==> src/rtl/sync_debouncer.sv <==
// Per-channel synchronizer + debouncer with registered edge pulses and
// sticky write-one-to-clear event flags.
module sync_debouncer #(
    parameter int unsigned      WIDTH           = 1,
    parameter int unsigned      SYNC_DEPTH      = 2,
    parameter int unsigned      DEBOUNCE_CYCLES = 1,
    parameter logic [WIDTH-1:0] RESET_VALUE     = '0
) (
    input  logic             clk,
    input  logic             rst,
    input  logic [WIDTH-1:0] in,
    output logic [WIDTH-1:0] out,
    output logic [WIDTH-1:0] rising_edge,
    output logic [WIDTH-1:0] falling_edge,
    output logic [WIDTH-1:0] event_flags,
    input  logic [WIDTH-1:0] event_clear,
    output logic             any_event
);

    localparam int unsigned CW =
        (DEBOUNCE_CYCLES >= 1) ? $clog2(DEBOUNCE_CYCLES + 1) : 1;
    localparam logic [CW-1:0] CNT_LAST = CW'(DEBOUNCE_CYCLES - 1);

    generate
        if (WIDTH < 1 || SYNC_DEPTH < 2 || DEBOUNCE_CYCLES < 1) begin : g_bad_param
            $error("sync_debouncer: illegal parameters WIDTH=%0d SYNC_DEPTH=%0d DEBOUNCE_CYCLES=%0d",
                   WIDTH, SYNC_DEPTH, DEBOUNCE_CYCLES);
        end
    endgenerate

    logic [WIDTH-1:0] r_sync [SYNC_DEPTH];
    logic [CW-1:0]    r_cnt  [WIDTH];
    logic [CW-1:0]    w_cnt_nxt [WIDTH];
    logic [WIDTH-1:0] w_synced;
    logic [WIDTH-1:0] w_flip;
    logic [WIDTH-1:0] r_out;
    logic [WIDTH-1:0] r_rise;
    logic [WIDTH-1:0] r_fall;
    logic [WIDTH-1:0] r_flags;

    assign w_synced = r_sync[SYNC_DEPTH-1];

    always_ff @(posedge clk) begin
        if (rst) begin
            for (int unsigned s = 0; s < SYNC_DEPTH; s++) begin
                r_sync[s] <= RESET_VALUE;
            end
        end else begin
            r_sync[0] <= in;
            for (int unsigned s = 1; s < SYNC_DEPTH; s++) begin
                r_sync[s] <= r_sync[s-1];
            end
        end
    end

    // Counter saturates at CNT_LAST; the flip itself resets it, so it never wraps.
    always_comb begin
        w_flip = '0;
        for (int unsigned i = 0; i < WIDTH; i++) begin
            w_cnt_nxt[i] = '0;
            if (w_synced[i] != r_out[i]) begin
                if (r_cnt[i] == CNT_LAST) begin
                    w_flip[i] = 1'b1;
                end else begin
                    w_cnt_nxt[i] = r_cnt[i] + CW'(1);
                end
            end
        end
    end

    always_ff @(posedge clk) begin
        if (rst) begin
            r_out   <= RESET_VALUE;
            r_rise  <= '0;
            r_fall  <= '0;
            r_flags <= '0;
            for (int unsigned i = 0; i < WIDTH; i++) begin
                r_cnt[i] <= '0;
            end
        end else begin
            r_out   <= r_out ^ w_flip;
            r_rise  <= w_flip & w_synced;
            r_fall  <= w_flip & ~w_synced;
            // Set from a pending pulse overrides a same-cycle clear.
            r_flags <= (r_flags & ~event_clear) | r_rise | r_fall;
            for (int unsigned i = 0; i < WIDTH; i++) begin
                r_cnt[i] <= w_cnt_nxt[i];
            end
        end
    end

    assign out          = r_out;
    assign rising_edge  = r_rise;
    assign falling_edge = r_fall;
    assign event_flags  = r_flags;
    assign any_event    = |r_flags;

endmodule

==> config.mk <==
export PLATFORM = sky130hd
export DESIGN_NAME = sync_debouncer
export DESIGN_NICKNAME = d
export VERILOG_FILES = /design/src/rtl/sync_debouncer.sv
export SDC_FILE = /design/constraint.sdc
export NUM_CORES = 1
export LEC_CHECK = 0
export BUFFER_PORTS_ARGS = -buffer_cell sky130_fd_sc_hd__buf_2
export CORE_AREA = 10 10 47 49
export DETAILED_ROUTE_END_ITERATION = 6
export DIE_AREA = 0 0 57 59
export SKIP_CTS_REPAIR_TIMING = 1
export SLEW_MARGIN = 20
export SYNTH_ARGS = -nofsm -noshare
export SYNTH_HDL_FRONTEND = slang
export SYNTH_SLANG_ARGS = --single-unit
==> constraint.sdc <==
create_clock -name clk -period 3 [get_ports clk]
set_input_delay 0.45 -clock clk [delete_from_list [all_inputs] [get_ports clk]]
set_output_delay 0.45 -clock clk [all_outputs]
set_load 0.02 [all_outputs]
==> impl_metrics.yaml <==
run_status:
  status: "finished clean"
place:
  port_buffers: 8
  placed_area_um2: 269.0
  finalWeightedCongestion: 0.5604
  dp_slack_ns: 1.967
  dp.cells: 43
  dp_hpwl_um: 314.1
sta:
  final.setup_skew_ns: 0.0004435
  max_freq_mhz: 795.4
  worst_pin_slew_ns: 0.1468
  fin_tns_setup_ns: 0
  slew_viol_final: 0
  finalCritPeriodShare_pct: 41.91
  setup_violations: 0
  hold_viol_final: 0
  rsz0062_at_grt: "false"
  fin_ws_ns: 1.743
  layout_min_cycle_time_ns: 1.257
  slew_headroom_pct: 90.20
synth:
  synthAdderAreaFrac_pct: 11.56
  syn-num-nets: 26
  synth-simple-area-share_pct: 17.92
  synthXorXnorAreaFrac_pct: 4.046
  syn_area_per_cell_um2: 10.82
  syn-instance-count: 20
  ys_seq_area_share_pct: 55.49
  yosysWarnings: 0
  syn_area_um2: 216.5
  synthDistinctLibCells: 9
  synthMuxAreaShare_pct: 0
  synth_seq_cells: 6
  synth_top_family_by_area: "simple AND/OR/NAND/NOR gates"
  synth_compound_area_share_pct: 4.046
power_and_ir_drop:
  worst_ir_drop_vdd_mv: 0.1932
  p_switching_mw: 0.06387
  internal_power_mw: 0.1568
  switching_share_pct: 28.95
  power_frac_clock_pct: 32.1
  power_density_nw_per_um2: 756.8
  leakage_nw: 0.1381
  p_seq_share_pct: 44.7
  combinationalPowerShare_pct: 23.2
floorplan:
  ios: 9
  start_util_pct: 15.45
  core_area_um2: 1401
  die_area_um2: 3363
  dieWidth_um: 57
  fp-row-count: 14
  die_h_um: 59
route:
  wl_per_cell_um: 8.239
  routed_wl_um: 379
  first_pass_iters: 1
  drcViolationCount: 0
  via_per_inst: 3.348
  drt_iter0_drc: 0
  antenna_left: 0
  vias: 154
cts:
  clock-sinks: 6
  cts-buffers-inserted: 3
  htree_levels: 1
  cts_tree: "yes"
  root_buffer: "clkbuf_4"
  clk-insertion-delay-late_ns: 0.24
  clockBufferDepth: 2
  path_clk_slew_ns: 0.04
setup_path:
  slowest_delay_ns: 0.38
  cp_slowest_cell: "dfxtp_1"
  crit_type: "reg2out"
  arrival_ns: 0.81
  worstSetupEndpointType: "primary output"
  path_buf_inv: 1
  crit_fanout: 4
  cp_data_required_time_ns: 2.55
  rrSetupSlack_ns: 1.97
  start_kind: "flop"
  cp_top_family: "flip-flops"
  worstPathCellList: "buf_2"
grt:
  grt_overflow: 0
  grt_usage_pct: 3.157
  antenna_found_initial: 0
  grt_start_max_net_pins: 7
  grt_pass1_vias: 171
  grt_pass1_wl_um: 752
final_layout:
  area_growth_pct: 34.68
  drive_gt1_share_pct: 40.00
  nets: 38
  final_cells: 46
  design_area_um2: 291.5
  n_antenna_cell: 0
  fin_util_pct: 20.80
flow_run:
  maxCapViolCount: 0
hold_path:
  hold_path.class: "in2reg"
## cell usage in the layout, fill, tap and decap left out
master    instances
buf_2             8
dfxtp_1           6
nor2b_1           4
clkbuf_4          3
inv_1             2
nor2_1            2
ha_1              2
nand2b_1          1
a21oi_2           1
xor2_1            1
## per-layer routing
layer	vias to the layer above	wire length (um)	track usage (%)
met5	-	0	0
li1	79	-	-
met4	0	0	2.013
met3	0	74	4.721
met1	65	174	3.095
met2	10	130	2.946
## power groups by stage
| stage | Sequential, mW | Combinational, mW | Clock (mW) |
|---|---|---|---|
| after global routing | 0.102 | 0.0580 | 0.0815 |
| final | 0.0986 | 0.0512 | 0.0708 |
| after floorplan | 0.112 | 0.0259 | 0 |
| after detailed placement | 0.100 | 0.0524 | 0 |
| after CTS | 0.0991 | 0.0529 | 0.0762 |
| after global placement | 0.0992 | 0.0526 | 0 |
## stage by stage
| stage | hold slack, ns | power (mW) |
|---|---|---|
| 6_report | 0.4205 | 0.2206 |
| 3_5_place_dp | 0.4304 | 0.1529 |
| 3_3_place_gp | 0.4161 | 0.1517 |
| 4_1_cts | 0.4107 | 0.2282 |
| 5_1_grt | 0.4404 | 0.2419 |
| 2_1_floorplan | 0.4138 | 0.1374 |
## state kept, by name (all words and copies together), names as in the netlist
signal and cells:
r_sync 2, falling_edge 1, any_event 1, rising_edge 1, out 1
## kinds of logic (layout without fill, tap and decap cells)
family          after synthesis  count (layout)
compound gates                1               1
xor+xnor                      1               1
buf+inv                       3              13
flops                         6               6
fa+ha+maj                     2               2
simple gates                  7               7
## synthesized netlist by cell type, drive strengths merged
library cell  n  area, um2
a21oi         1      8.760
buf           1      7.510
dfxtp         6      120.1
ha            2      25.02
inv           2      7.510
nand2b        1      6.260
nor2          2      7.510
nor2b         4      25.02
xor2          1      8.760
## final timing paths
path / from / end / cells after the start
worst min register to register: r_sync[0][0] / r_sync[0][1] / 1
worst min-delay path: in / r_sync[0][0] / 2
worst max register to register: out / out / 4
worst max-delay path: out / out / 1
## layout make-up
cell class              instances  area (um2)
flip-flops and latches          6       120.1
fillers                       165        1110
well taps                      16       20.02
clock buffers                   3       22.52
multi-input cells              11       81.33
inverters                       2       7.507
repair buffers                  8       40.04
No activity file was read; power rests on OpenSTA's default activity.
